==> src/rtl/spi_burst_arbiter_if.sv <==
// spi_burst_arbiter_if: bundles every requester-side and SPI-master-side signal of the arbiter.
// Latency: none (plain wires). Backpressure: none here; the arbiter's FSM paces both sides.
// Modports: master = the arbiter (drives grant/rx/m_* outputs), slave = requesters plus the SPI master.
interface spi_burst_arbiter_if #(
  parameter int NUM_REQ = 2
);
  // requester side
  logic [NUM_REQ-1:0]   req;
  logic [8*NUM_REQ-1:0] req_cmd;
  logic [3*NUM_REQ-1:0] req_cnt;
  logic [2*NUM_REQ-1:0] req_mode;
  logic [8*NUM_REQ-1:0] wr_data;
  logic [NUM_REQ-1:0]   grant;
  logic [NUM_REQ-1:0]   wr_next;
  logic                 rx_valid;
  logic [7:0]           rx_data;
  logic                 rx_last;
  logic [NUM_REQ-1:0]   xfer_done;
  logic                 busy;
  logic                 err;
  // SPI master side
  logic                 m_start;
  logic [7:0]           m_tx_data;
  logic                 m_cpol;
  logic                 m_cpha;
  logic [2:0]           m_read_count;
  logic [2:0]           m_write_count;
  logic                 m_ready;
  logic                 m_done;
  logic [7:0]           m_rx_data;

  modport master (
    input  req, req_cmd, req_cnt, req_mode, wr_data, m_ready, m_done, m_rx_data,
    output grant, wr_next, rx_valid, rx_data, rx_last, xfer_done, busy, err,
           m_start, m_tx_data, m_cpol, m_cpha, m_read_count, m_write_count
  );

  modport slave (
    output req, req_cmd, req_cnt, req_mode, wr_data, m_ready, m_done, m_rx_data,
    input  grant, wr_next, rx_valid, rx_data, rx_last, xfer_done, busy, err,
           m_start, m_tx_data, m_cpol, m_cpha, m_read_count, m_write_count
  );
endinterface

==> src/rtl/spi_burst_arbiter.sv <==
// spi_burst_arbiter: round-robin share of one burst-capable 8-bit SPI master among NUM_REQ requesters.
// Latency: req in IDLE -> grant next cycle (ARB) -> m_start the cycle after when m_ready=1; rx_valid/wr_next 1 cycle after m_done.
// Backpressure: launch waits for m_ready, each byte waits for m_done, release waits for m_ready.
// Ports: clk, reset (async, active-high), bus (spi_burst_arbiter_if.master: requester and SPI-master signals).
// Optional feature: define SPI_ARB_TIMEOUT_EN to enable the XFER watchdog (TIMEOUT_CYC cycles between m_done pulses).
module spi_burst_arbiter #(
  parameter int NUM_REQ     = 2,
  parameter int TIMEOUT_CYC = 4096
) (
  input logic               clk,
  input logic               reset,
  spi_burst_arbiter_if.master bus
);
  localparam int IW = (NUM_REQ > 1) ? $clog2(NUM_REQ) : 1;

  typedef enum logic [2:0] {IDLE, ARB, LAUNCH, XFER, DRAIN} state_t;

  state_t              state;
  logic [IW-1:0]       ptr;
  logic [IW-1:0]       owner;
  logic [IW-1:0]       winner;
  logic                found;
  logic [7:0]          cmd_q;
  logic [2:0]          cnt_q;
  logic [2:0]          byte_cnt;
  logic                wr_phase;
  logic [NUM_REQ-1:0]  grant;
  logic [NUM_REQ-1:0]  wr_next;
  logic [NUM_REQ-1:0]  xfer_done;
  logic                rx_valid;
  logic                rx_last;
  logic [7:0]          rx_data;
  logic                m_start;
  logic                m_cpol;
  logic                m_cpha;
  logic [2:0]          m_read_count;
  logic [2:0]          m_write_count;
`ifdef SPI_ARB_TIMEOUT_EN
  logic [31:0]         wdog;
  logic                err_q;
`endif

  // First requesting index at or after ptr, wrapping; ptr itself is the fallback.
  always_comb begin
    winner = ptr;
    found  = 1'b0;
    for (int i = 0; i < NUM_REQ; i++) begin
      if (!found && bus.req[(int'(ptr) + i) % NUM_REQ]) begin
        winner = IW'((int'(ptr) + i) % NUM_REQ);
        found  = 1'b1;
      end
    end
  end

  always_ff @(posedge clk or posedge reset) begin
    if (reset) begin
      state         <= IDLE;
      ptr           <= '0;
      owner         <= '0;
      cmd_q         <= '0;
      cnt_q         <= '0;
      byte_cnt      <= '0;
      wr_phase      <= 1'b0;
      grant         <= '0;
      wr_next       <= '0;
      xfer_done     <= '0;
      rx_valid      <= 1'b0;
      rx_last       <= 1'b0;
      rx_data       <= '0;
      m_start       <= 1'b0;
      m_cpol        <= 1'b0;
      m_cpha        <= 1'b0;
      m_read_count  <= '0;
      m_write_count <= '0;
`ifdef SPI_ARB_TIMEOUT_EN
      wdog          <= '0;
      err_q         <= 1'b0;
`endif
    end else begin
      // single-cycle pulses default low
      rx_valid  <= 1'b0;
      rx_last   <= 1'b0;
      wr_next   <= '0;
      xfer_done <= '0;
      m_start   <= 1'b0;

      case (state)
        IDLE: begin
          // Latching here makes grant and the new mode visible during ARB,
          // a full cycle ahead of m_start.
          if (|bus.req) begin
            owner            <= winner;
            grant            <= {{(NUM_REQ-1){1'b0}}, 1'b1} << winner;
            cmd_q            <= bus.req_cmd[int'(winner)*8 +: 8];
            cnt_q            <= bus.req_cnt[int'(winner)*3 +: 3];
            {m_cpol, m_cpha} <= bus.req_mode[int'(winner)*2 +: 2];
            wr_phase         <= 1'b0;
            state            <= ARB;
          end
        end

        ARB: begin
          byte_cnt      <= cnt_q;
          m_read_count  <= cmd_q[7] ? 3'd0 : cnt_q;
          m_write_count <= cmd_q[7] ? cnt_q : 3'd0;
          if (bus.m_ready) begin
            m_start <= 1'b1;
          end
          state <= LAUNCH;
        end

        LAUNCH: begin
          // m_start high now means the master has taken the command byte.
          if (m_start) begin
            state <= XFER;
`ifdef SPI_ARB_TIMEOUT_EN
            wdog  <= '0;
`endif
          end else if (bus.m_ready) begin
            m_start <= 1'b1;
          end
        end

        XFER: begin
          if (bus.m_done) begin
            rx_valid <= 1'b1;
            rx_data  <= bus.m_rx_data;
            if (byte_cnt == 3'd0) begin
              rx_last <= 1'b1;
              state   <= DRAIN;
            end else begin
              byte_cnt <= byte_cnt - 3'd1;
              if (cmd_q[7]) begin
                wr_next[owner] <= 1'b1;
                wr_phase       <= 1'b1;
              end
            end
`ifdef SPI_ARB_TIMEOUT_EN
            wdog <= '0;
          end else if (wdog == 32'(TIMEOUT_CYC - 1)) begin
            // Leaving XFER is what suppresses any late rx_valid.
            err_q <= 1'b1;
            state <= DRAIN;
          end else begin
            wdog <= wdog + 32'd1;
`endif
          end
        end

        DRAIN: begin
          if (bus.m_ready) begin
            xfer_done[owner] <= 1'b1;
            grant            <= '0;
            wr_phase         <= 1'b0;
            ptr              <= (int'(owner) == NUM_REQ - 1) ? '0 : owner + 1'b1;
            state            <= IDLE;
          end
        end

        default: state <= IDLE;
      endcase
    end
  end

  assign bus.grant         = grant;
  assign bus.wr_next       = wr_next;
  assign bus.xfer_done     = xfer_done;
  assign bus.rx_valid      = rx_valid;
  assign bus.rx_data       = rx_data;
  assign bus.rx_last       = rx_last;
  assign bus.busy          = (state != IDLE);
  assign bus.m_start       = m_start;
  assign bus.m_cpol        = m_cpol;
  assign bus.m_cpha        = m_cpha;
  assign bus.m_read_count  = m_read_count;
  assign bus.m_write_count = m_write_count;
  // Command byte first; once the first byte completes in a write burst the
  // owner's wr_data is forwarded straight through.
  assign bus.m_tx_data     = wr_phase ? bus.wr_data[int'(owner)*8 +: 8] : cmd_q;

`ifdef SPI_ARB_TIMEOUT_EN
  assign bus.err = err_q;
`else
  logic [31:0] unused_timeout_cyc;
  assign unused_timeout_cyc = 32'(TIMEOUT_CYC);
  assign bus.err = 1'b0;
`endif
endmodule

==> src/flat_wrapper.sv <==
// flat-port wrapper written by rule: the top's interface ports become plain ports
module spi_burst_arbiter_flat 
#(
  parameter int NUM_REQ     = 2,
  parameter int TIMEOUT_CYC = 4096
)
  (clk, reset, bus_req, bus_req_cmd, bus_req_cnt, bus_req_mode, bus_wr_data, bus_m_ready, bus_m_done, bus_m_rx_data, bus_grant, bus_wr_next, bus_rx_valid, bus_rx_data, bus_rx_last, bus_xfer_done, bus_busy, bus_err, bus_m_start, bus_m_tx_data, bus_m_cpol, bus_m_cpha, bus_m_read_count, bus_m_write_count);
  spi_burst_arbiter_if #(.NUM_REQ(NUM_REQ)) bus_i ();
  input logic clk;
  input logic reset;
  input wire logic [$bits(bus_i.req)-1:0] bus_req;
  input wire logic [$bits(bus_i.req_cmd)-1:0] bus_req_cmd;
  input wire logic [$bits(bus_i.req_cnt)-1:0] bus_req_cnt;
  input wire logic [$bits(bus_i.req_mode)-1:0] bus_req_mode;
  input wire logic [$bits(bus_i.wr_data)-1:0] bus_wr_data;
  input wire logic [$bits(bus_i.m_ready)-1:0] bus_m_ready;
  input wire logic [$bits(bus_i.m_done)-1:0] bus_m_done;
  input wire logic [$bits(bus_i.m_rx_data)-1:0] bus_m_rx_data;
  output wire logic [$bits(bus_i.grant)-1:0] bus_grant;
  output wire logic [$bits(bus_i.wr_next)-1:0] bus_wr_next;
  output wire logic [$bits(bus_i.rx_valid)-1:0] bus_rx_valid;
  output wire logic [$bits(bus_i.rx_data)-1:0] bus_rx_data;
  output wire logic [$bits(bus_i.rx_last)-1:0] bus_rx_last;
  output wire logic [$bits(bus_i.xfer_done)-1:0] bus_xfer_done;
  output wire logic [$bits(bus_i.busy)-1:0] bus_busy;
  output wire logic [$bits(bus_i.err)-1:0] bus_err;
  output wire logic [$bits(bus_i.m_start)-1:0] bus_m_start;
  output wire logic [$bits(bus_i.m_tx_data)-1:0] bus_m_tx_data;
  output wire logic [$bits(bus_i.m_cpol)-1:0] bus_m_cpol;
  output wire logic [$bits(bus_i.m_cpha)-1:0] bus_m_cpha;
  output wire logic [$bits(bus_i.m_read_count)-1:0] bus_m_read_count;
  output wire logic [$bits(bus_i.m_write_count)-1:0] bus_m_write_count;
  assign bus_i.req = bus_req;
  assign bus_i.req_cmd = bus_req_cmd;
  assign bus_i.req_cnt = bus_req_cnt;
  assign bus_i.req_mode = bus_req_mode;
  assign bus_i.wr_data = bus_wr_data;
  assign bus_i.m_ready = bus_m_ready;
  assign bus_i.m_done = bus_m_done;
  assign bus_i.m_rx_data = bus_m_rx_data;
  assign bus_grant = bus_i.grant;
  assign bus_wr_next = bus_i.wr_next;
  assign bus_rx_valid = bus_i.rx_valid;
  assign bus_rx_data = bus_i.rx_data;
  assign bus_rx_last = bus_i.rx_last;
  assign bus_xfer_done = bus_i.xfer_done;
  assign bus_busy = bus_i.busy;
  assign bus_err = bus_i.err;
  assign bus_m_start = bus_i.m_start;
  assign bus_m_tx_data = bus_i.m_tx_data;
  assign bus_m_cpol = bus_i.m_cpol;
  assign bus_m_cpha = bus_i.m_cpha;
  assign bus_m_read_count = bus_i.m_read_count;
  assign bus_m_write_count = bus_i.m_write_count;
  spi_burst_arbiter #(.NUM_REQ(NUM_REQ), .TIMEOUT_CYC(TIMEOUT_CYC)) u_core (.clk(clk), .reset(reset), .bus(bus_i));
endmodule
==> config.mk <==
export PLATFORM = sky130hd
export DESIGN_NAME = spi_burst_arbiter_flat
export DESIGN_NICKNAME = d
export VERILOG_FILES = /design/src/rtl/spi_burst_arbiter_if.sv /design/src/rtl/spi_burst_arbiter.sv /design/src/flat_wrapper.sv
export SDC_FILE = /design/constraint.sdc
export NUM_CORES = 1
export LEC_CHECK = 0
export BUFFER_PORTS_ARGS = -buffer_cell sky130_fd_sc_hd__buf_2
export CORE_ASPECT_RATIO = 1.1
export CORE_MARGIN = 3
export CORE_UTILIZATION = 25
export CTS_CLUSTER_SIZE = 25
export DETAILED_ROUTE_END_ITERATION = 12
export SETUP_SLACK_MARGIN = 0.05
export SLEW_MARGIN = 20
export SYNTH_ARGS = -nofsm -noshare
export SYNTH_HDL_FRONTEND = slang
export SYNTH_SLANG_ARGS = --single-unit
==> constraint.sdc <==
create_clock -name clk -period 3.7 [get_ports clk]
set_clock_uncertainty 0.05 [all_clocks]
set_input_delay 0.74 -clock clk [delete_from_list [all_inputs] [get_ports clk]]
set_output_delay 0.74 -clock clk [all_outputs]
set_load 0.02 [all_outputs]
### Word level (Yosys, flattened, before mapping)

Cells that the tools add are included.

| storage, ports and cells | value |
|---|---|
| memories | 0 |
| latch bits | 0 |
| word-level logic and storage cells | 105 |
| ROM bits | 0 |
| RAM bits | 0 |
| output and inout bits | 35 |
| bits in registers | 45 |

| operators by class | value |
|---|---|
| magnitude comparators | 4 |
| reductions and logical operators | 17 |
| shift-type cells | 5 |
| add/sub/neg operators | 3 |
| bitwise gates (word level) | 1 |
| equality and inequality tests | 11 |
| muxes and demuxes | 45 |
| divide/modulo/power cells | 0 |
| $mul | 1 |

Operator list:

| cell | number |
|---|---|
| 16-bit by 5-bit indexed part select with 8-bit output | 2 |
| 6-bit by 32-bit indexed part select with 3-bit output | 1 |
| 3-bit 2-to-1 mux | 9 |
| 1-bit 2-to-1 mux | 21 |
| 2-bit 2-to-1 mux | 8 |
| 3-bit case mux with 5 select lines | 1 |
| 8-bit 2-to-1 mux | 1 |
| 2-bit by 1-bit inequality test with 1-bit output, second input constant | 4 |
| 3-bit by 2-bit equality test with 1-bit output, second input constant | 2 |
| 3-bit zero test | 2 |
| 2-bit inequality test, second input constant | 3 |
| 3-bit case mux with 2 select lines | 1 |
| 2-bit AND reduction | 3 |
| 3-bit AND reduction | 2 |
| 6-bit AND reduction | 1 |
| 3-bit nonzero test | 2 |
| 5-bit AND reduction | 1 |
| 1-bit by 2-bit < comparator with 1-bit output, second input constant | 2 |
| 2-bit case mux with 2 select lines | 1 |
| 2-bit nonzero test | 2 |
| 4-bit by 3-bit indexed part select with 2-bit output | 1 |
| 3-bit by 1-bit equality test with 1-bit output, second input constant | 1 |
| 3-bit equality test, second input constant | 1 |
| 2-bit by 3-bit < comparator with 1-bit output, second input constant | 1 |
| other kinds (12) | 14 |

### Depth between registers and ports, before layout

Gate-level depths: netlist (run 1).

| logic depth | value |
|---|---|
| depth after elaboration | 10 |
| depth in mapped cells | 6 |

### Worst setup path before layout (run 1)

No wires, ideal clock.

| path | value |
|---|---|
| path type | register -> output |
| start | reg u_core.owner |
| end | out bus_m_tx_data[1] |
| slack | 1.638 ns |
| data required time | 2.910 ns |
| path buffers | 1 |
| stages on the path, launching flop included | 4 |
| arrival | 1.272 ns |
| path through | dfrtp_1 -> buf_1 -> mux2i_1 -> a21oi_1 |

| between the ends | value |
|---|---|
| word-level cells in the longest chain between the ends | 2 |

RTL lines:

| element | line | text |
|---|---|---|
| from (decl) | spi_burst_arbiter.sv:20 | `logic [IW-1:0] owner;` |
| from (signal assigned) | spi_burst_arbiter.sv:92 | `owner <= winner;` |
| 16-bit by 5-bit indexed part select with 8-bit output | spi_burst_arbiter.sv:179 | `assign bus.m_tx_data = wr_phase ? bus.wr_data[int'(owner)*8 +: 8] : cmd_q;` |
| 8-bit 2-to-1 mux | spi_burst_arbiter.sv:179 |  |
| to (decl) | flat_wrapper.sv:28 | `output wire logic [$bits(bus_i.m_tx_data)-1:0] bus_m_tx_data;` |

Every way passes these cells.

### Final worst setup path (run 1)

| path | value |
|---|---|
| start | reg u_core.state[2] |
| end | out bus_busy |

| between the ends | value |
|---|---|
| word-level cells in the longest chain between the ends | 1 |

RTL lines:

| element | line | text |
|---|---|---|
| from (decl) | spi_burst_arbiter.sv:18 | `state_t state;` |
| from (signal assigned) | spi_burst_arbiter.sv:57 | `state <= IDLE;` |
| from (signal assigned) | spi_burst_arbiter.sv:98 | `state <= ARB;` |
| from (signal assigned) | spi_burst_arbiter.sv:109 | `state <= LAUNCH;` |
| 3-bit nonzero test | spi_burst_arbiter.sv:171 | `assign bus.busy = (state != IDLE);` |
| to (decl) | flat_wrapper.sv:25 | `output wire logic [$bits(bus_i.busy)-1:0] bus_busy;` |

Every way passes these cells.

==> results.md, run 1 <==
* Grt ovf at 0
* # DRC at 0
* Crit-path cells: or3_1 > buf_2
* Area of the core at 8540 um^2
* Post-cts sizing count at 0
* Delay of the slowest critical-path stage at 0.71 ns
* CTS root buffer: clkbuf_8
* Slowest stage cell, crit path: or3_1
* Vias in the first global route at 1893
* PD cells at 758 nW/um^2
* Final setup vio count at 0
* # hold bufs at CTS at 0
* Fin. Hold Viols at 0
* # port buffers at 89
* CP arrival at 1.81 ns
* Hold/Removal Path Class: reg2reg
* Final #Nets at 366
* Fin crit share at 70.3%
* Std-Cell Rows at 35
* Placed Instance Area at 2710 um^2
* Clock buffer depth at 2
* Synthesis warning total at 0
* Largest net degree at the start of global routing at 46
* # H-tree levels at 2
* Synthesized net count at 287
* Crit path max fanout at 17
* Slew HR at 31.7%
* Setup CP Type: reg2out
* Final Max Slew Viols at 0
* DRT Wirelength at 5730 um
* Crit path required time at 2.91 ns
* Status: finished clean
* Area growth syn-to-layout at 26.3%
* Min cycle time layout at 2.60 ns
* Syn Area/Cell at 9.71 um^2
* Hold WS at 0.424 ns
* Worst Tran Pin Value at 1.02 ns
* Setup Fix Bufs, Post-CTS at 0
* CTS tree: built
* Starting Density at 26.1%
* Post-synthesis cell count at 229
* Post-place setup slack at 1.38 ns
* CTS buffer count at 5
* Synth Register Bits at 45
* Yosys cell types at 43
* Initial antenna violation count at 0
* Setup slack after layout at 1.10 ns
* Main synth FF type: dfrtp_1
* Final ANT Viol Nets at 0
* Seq/Total Area, Yosys at 50.6%
* Die H at 105 um
* Die area at 10100 um^2
* # clock sinks at 45
* Drt wl/cell at 13.6 um
* Total power draw at 2.13 mW
* Gp weighted congestion at 0.720
* Clk slew on worst S/H paths at 0.08 ns
* DR iter-0 viols at 75
* Max Cap Violations at 0
* EDFF count, synth at 0
* First-pass GRT wire length at 9380 um
* Total number of vias at 1919
* Clock latency on the worst-skew pair at 0.29 ns
* Mapped Area at 2220 um^2
* Leakage at 1.42 nW
* Share of layout cells above drive strength 1 at 33.3%
* Max IR drop VDD at 0.233 mV
* Final Non-Filler Cells at 420
* Ys async rst share at 100%
* Setup TNS at 0 ns
* Total track usage at 11.8%
* RSZ-0062 raised after global routing: no
* DP HPWL at 4290 um
* Crit. End Element: output port
* Setup crit start kind: register
* Final core occ at 32.9%
* Placed Instances at 412
* Design area at 2810 um^2
* Vias per cell at 4.57
* Die X at 95.9 um
* Antenna Diode Count at 0
* Ports at 91
* DR pass1 iterations at 4
* Fmax achieved at 0.384 GHz
## Yosys cell counts (2+ instances only)
cell type  number  share of area [%]
o21ai_0         6                1.3
dfrtp_1        45                 51
nor3_1         15                3.4
nor3b_1         4                1.3
a21oi_1         8                1.8
nand3_1         2               0.45
buf_1           2               0.34
nor2_1         12                2.0
mux2i_1         8                3.6
o31ai_1         2               0.67
nand4b_1        2               0.79
o21a_1          2               0.67
buf_2           3               0.67
buf_6           4                2.0
ha_1            2                1.1
a21o_1          3                1.0
nor2b_1         4                1.1
nand2b_1        5                1.4
mux2_2          2                1.0
a221o_1        13                5.8
inv_1           6                1.0
nand2_1        52                8.8
clkbuf_1        7                1.2
## placed cells by master (no fill, tap or decap), drive strengths merged, types with 3 or more instances in the layout
cell,synthesis,routed
a221o,13,13
clkbuf,7,7
buf,10,89
nor2b,4,4
nand2,52,52
nor2,12,12
nor3,15,15
a21o,3,3
inv,6,6
dfrtp,45,45
o21ai,6,6
a21oi,8,8
nor3b,4,4
mux2i,8,8
nand2b,5,5
## layout make-up
class	instances	area, um^2
Timing Repair Buffer	89	445
Fill cell	901	5730
Clock inverter	1	5.00
Multi-Input combinational cell	160	971
Sequential cell	45	1130
Tap cell	111	139
Clock buffer	7	96.3
Inverter	7	26.3
## power breakdown
group,switching (mW),internal [mW]
registers,0.201,0.687
logic,0.523,0.384
clock network,0.164,0.169
total,0.888,1.24
## metal layers
metal | GRT usage, % | up-vias | share of wire (%)
met1 | 15.3 | 894 | 45
met3 | 2.88 | 7 | 5.0
met4 | 3.05 | 0 | 1.0
met2 | 19.6 | 61 | 49
met5 | 0 | - | 0
li1 | - | 957 | -
## sequential cells by signal (all words and copies together), names as in the netlist
signal,cells
u_core.cnt_q,3
u_core.byte_cnt,3
u_core.bus.m_cpol,1
u_core.wr_phase,1
u_core.cmd_q,8
u_core.bus.m_cpha,1
u_core.ptr,1
u_core.owner,1
u_core.bus.rx_data,8
u_core.bus.wr_next,2
u_core.state,3
u_core.bus.xfer_done,2
u_core.bus.grant,2
u_core.bus.m_read_count,3
u_core.bus.rx_last,1
u_core.bus.m_start,1
u_core.bus.rx_valid,1
u_core.bus.m_write_count,3
## critical path, delay by kind of cell, from the launching register on
| kind | cells | cell delay [ns] |
|---|---|---|
| simple gates | 1 | 0.71 |
| flops | 1 | 0.53 |
| buf+inv | 1 | 0.28 |
## cell families after synthesis
kind of cell             after synthesis  synth area share, %
multiplexers                          10                 4.61
AND/OR/NAND/NOR                      104                 22.1
adder cells (fa/ha/maj)                2                 1.12
flip-flops                            45                 50.6
buffers and inverters                 24                 5.74
other                                  1                0.169
AO/OA/AOI/OAI                         43                 15.6
## path summary, 6_finish.rpt
path                                                    from                           endpoint  slack [ns]  cells past startpoint
max                              u_core.state[2]$_DFFE_PP0P_                           bus_busy        1.10                      2
min                        u_core.bus.rx_data[4]$_DFFE_PP0P_  u_core.bus.rx_data[4]$_DFFE_PP0P_        0.42                      2
max reg2reg                      u_core.state[2]$_DFFE_PP0P_        u_core.cmd_q[3]$_DFFE_PP0P_        1.42                      3
min reg2reg                u_core.bus.rx_data[4]$_DFFE_PP0P_  u_core.bus.rx_data[4]$_DFFE_PP0P_        0.42                      2
max in group asynchronous                              reset        u_core.cnt_q[0]$_DFFE_PP0P_        2.42                      2
min in group asynchronous                              reset  u_core.bus.rx_data[0]$_DFFE_PP0P_        0.60                      2
Note: power is estimated with default switching activity, not from simulation.
==> run 2: changes to the inputs <==
==> constraint.sdc (replaced) <==
create_clock -name clk -period 2.6 [get_ports clk]
set_clock_uncertainty 0.05 [all_clocks]
set_input_delay 0.52 -clock clk [delete_from_list [all_inputs] [get_ports clk]]
set_output_delay 0.52 -clock clk [all_outputs]
set_load 0.02 [all_outputs]
==> run 2 against run 1 <==
Effect of this change: clock power increased by 28%; design area increased by 1.1%; global-route usage increased by 0.28 points; clock-buffer cell count decreased by 1; register-to-register slack got worse by 1.1 ns; cell count increased by 1.4%; critical path type unchanged; critical endpoint unchanged; highest routed layer unchanged.
==> results.md, run 2 (synthesis results as in run 1) <==
* Gp weighted congestion at 0.724 (was 0.720)
* Max Cap Violations at 0 (unchanged)
* Ports at 91 (unchanged)
* Crit path required time at 2.03 ns (was 2.91 ns)
* Clock buffer depth at 2 (unchanged)
* Fin crit share at 90.9%
* Starting Density at 26.1% (unchanged)
* Fin. Hold Viols at 0 (unchanged)
* Drt wl/cell at 14.0 um (was 13.6 um)
* Final Max Slew Viols at 0 (unchanged)
* CTS buffer count at 5 (unchanged)
* Crit. End Element: output port (unchanged)
* Setup TNS at 0 ns (unchanged)
* Leading cell type in the layout, fill and taps excluded: buf_2 (unchanged)
* CTS root buffer: clkbuf_8 (unchanged)
* Die X at 95.9 um (unchanged)
* Total track usage at 12.1% (was 11.8%)
* Min cycle time layout at 2.36 ns
* Clk network pwr share at 14.1% (was 15.6%)
* # clock sinks at 45 (unchanged)
* Net Sw Frac at 42.6% (was 41.7%)
* Initial antenna violation count at 0 (unchanged)
* DP HPWL at 4610 um (was 4290 um)
* Fmax achieved at 0.423 GHz
* Comb power frac at 44.5% (was 42.7%)
* Setup CP Type: reg2out (unchanged)
* Std-Cell Rows at 35 (unchanged)
* PD cells at 1070 nW/um^2 (was 758 nW/um^2)
* Final #Nets at 372 (was 366)
* Total number of vias at 1977 (was 1919)
* Design area at 2840 um^2 (was 2810 um^2)
* Flop pwr share at 41.4% (was 41.7%)
* Final ANT Viol Nets at 0 (unchanged)
* Final setup vio count at 0 (unchanged)
* Leakage at 1.43 nW (was 1.42 nW)
* Final core occ at 33.3% (was 32.9%)
* Share of layout cells above drive strength 1 at 34.3% (was 33.3%)
* NetSw at 1.29 mW (was 888 uW)
* Slew HR at 56.6% (was 31.7%)
* Area of the core at 8540 um^2 (unchanged)
* DRT Wirelength at 5980 um (was 5730 um)
* Crit path max fanout at 17 (unchanged)
* Die area at 10100 um^2 (unchanged)
* DR iter-0 viols at 78 (was 75)
* Placed Instance Area at 2750 um^2 (was 2710 um^2)
* # H-tree levels at 2 (unchanged)
* Top Registers: u_core.bus.rx_data (8), u_core.cmd_q (8) (unchanged)
* CTS tree: built (unchanged)
* # hold bufs at CTS at 0 (unchanged)
* Commonest non-fill, non-tap cells in the layout: buf_2, nand2_1, dfrtp_1 (unchanged)
* Post-cts sizing count at 0 (unchanged)
* Setup crit start kind: register (unchanged)
* DR pass1 iterations at 4 (unchanged)
* First-pass GRT wire length at 9600 um (was 9380 um)
* RSZ-0062 raised after global routing: no (unchanged)
* Max IR drop VDD at 0.350 mV (was 0.233 mV)
* # DRC at 0 (unchanged)
* Antenna Diode Count at 0 (unchanged)
* Vias per cell at 4.64 (was 4.57)
* Grt ovf at 0 (unchanged)
* Clock latency on the worst-skew pair at 0.30 ns (was 0.29 ns)
* CP arrival at 1.79 ns (was 1.81 ns)
* Filler Cells Inserted at 904 (was 901)
* Clk slew on worst S/H paths at 0.09 ns (was 0.08 ns)
* Setup Fix Bufs, Post-CTS at 0 (unchanged)
* Die H at 105 um (unchanged)
* Hold/Removal Path Class: in2async (was reg2reg)
* # port buffers at 89 (unchanged)
* Int Power at 1.74 mW (was 1.24 mW)
* Vias in the first global route at 1955 (was 1893)
* R2R setup slack at 0.35 ns (was 1.42 ns)
* Largest net degree at the start of global routing at 21 (was 46)
* Area growth syn-to-layout at 27.7% (was 26.3%)
* Worst Tran Pin Value at 0.651 ns (was 1.02 ns)
* Status: finished clean (unchanged)
[run 2: cell type report]
type | count | area (um^2) | share of cell area (%)
repair buffers | 95 | 490 | 17.3
multi-input cells | 160 | 971 | 34.2
inverters | 7 | 26.3 | 0.925
flip-flops and latches | 45 | 1130 | 39.6
clock buffers | 6 | 72.6 | 2.56
well taps | 111 | 139 | 4.89
clock inverters | 2 | 15.0 | 0.529
[run 2: worst paths after layout]
| check | start | endpoint | depth (start not counted) |
|---|---|---|---|
| setup / recovery | u_core.state[2]$_DFFE_PP0P_ | bus_busy | 2 |
| hold / removal | reset | u_core.state[1]$_DFFE_PP0P_ | 2 |
| setup reg to reg | u_core.state[2]$_DFFE_PP0P_ | u_core.cmd_q[5]$_DFFE_PP0P_ | 3 |
| hold reg to reg | u_core.bus.rx_data[6]$_DFFE_PP0P_ | u_core.bus.rx_data[6]$_DFFE_PP0P_ | 2 |
| max in group asynchronous | reset | u_core.bus.grant[0]$_DFFE_PP0P_ | 3 |
| min in group clk | bus_m_rx_data[7] | u_core.bus.rx_data[7]$_DFFE_PP0P_ | 3 |
[run 2: per-layer routing]
layer / global-route usage [%] / share of wire (%)
met5: 0 / 0
met4: 3.86 / 1.6
met3: 3.10 / 5.9
met2: 19.6 / 49
met1: 15.7 / 43
[run 2: power groups by stage]
stage | clock (mW) | combinational (mW) | sequential, mW
2_1_floorplan | 0 | 0.876 | 1.30
3_3_place_gp | 0 | 1.34 | 1.26
3_5_place_dp | 0 | 1.37 | 1.26
4_1_cts | 0.449 | 1.37 | 1.25
5_1_grt | 0.470 | 1.49 | 1.29
6_report | 0.426 | 1.35 | 1.25
[run 2: through the flow]
step	setup WS [ns]	hold slack (ns)	cells	total power, mW
floorplan	0.758	0.409	229	2.18
global placement	0.417	0.404	418	2.59
detailed placement	0.339	0.406	418	2.63
CTS	0.201	0.168	426	3.07
global route	0.107	0.189	426	3.26
finish	0.237	0.166	426	3.03
[run 2: worst max-delay path: stages, from the launching register on]
cell and delay, ns:
dfrtp_1 0.51, or3_1 0.70, buf_2 0.28
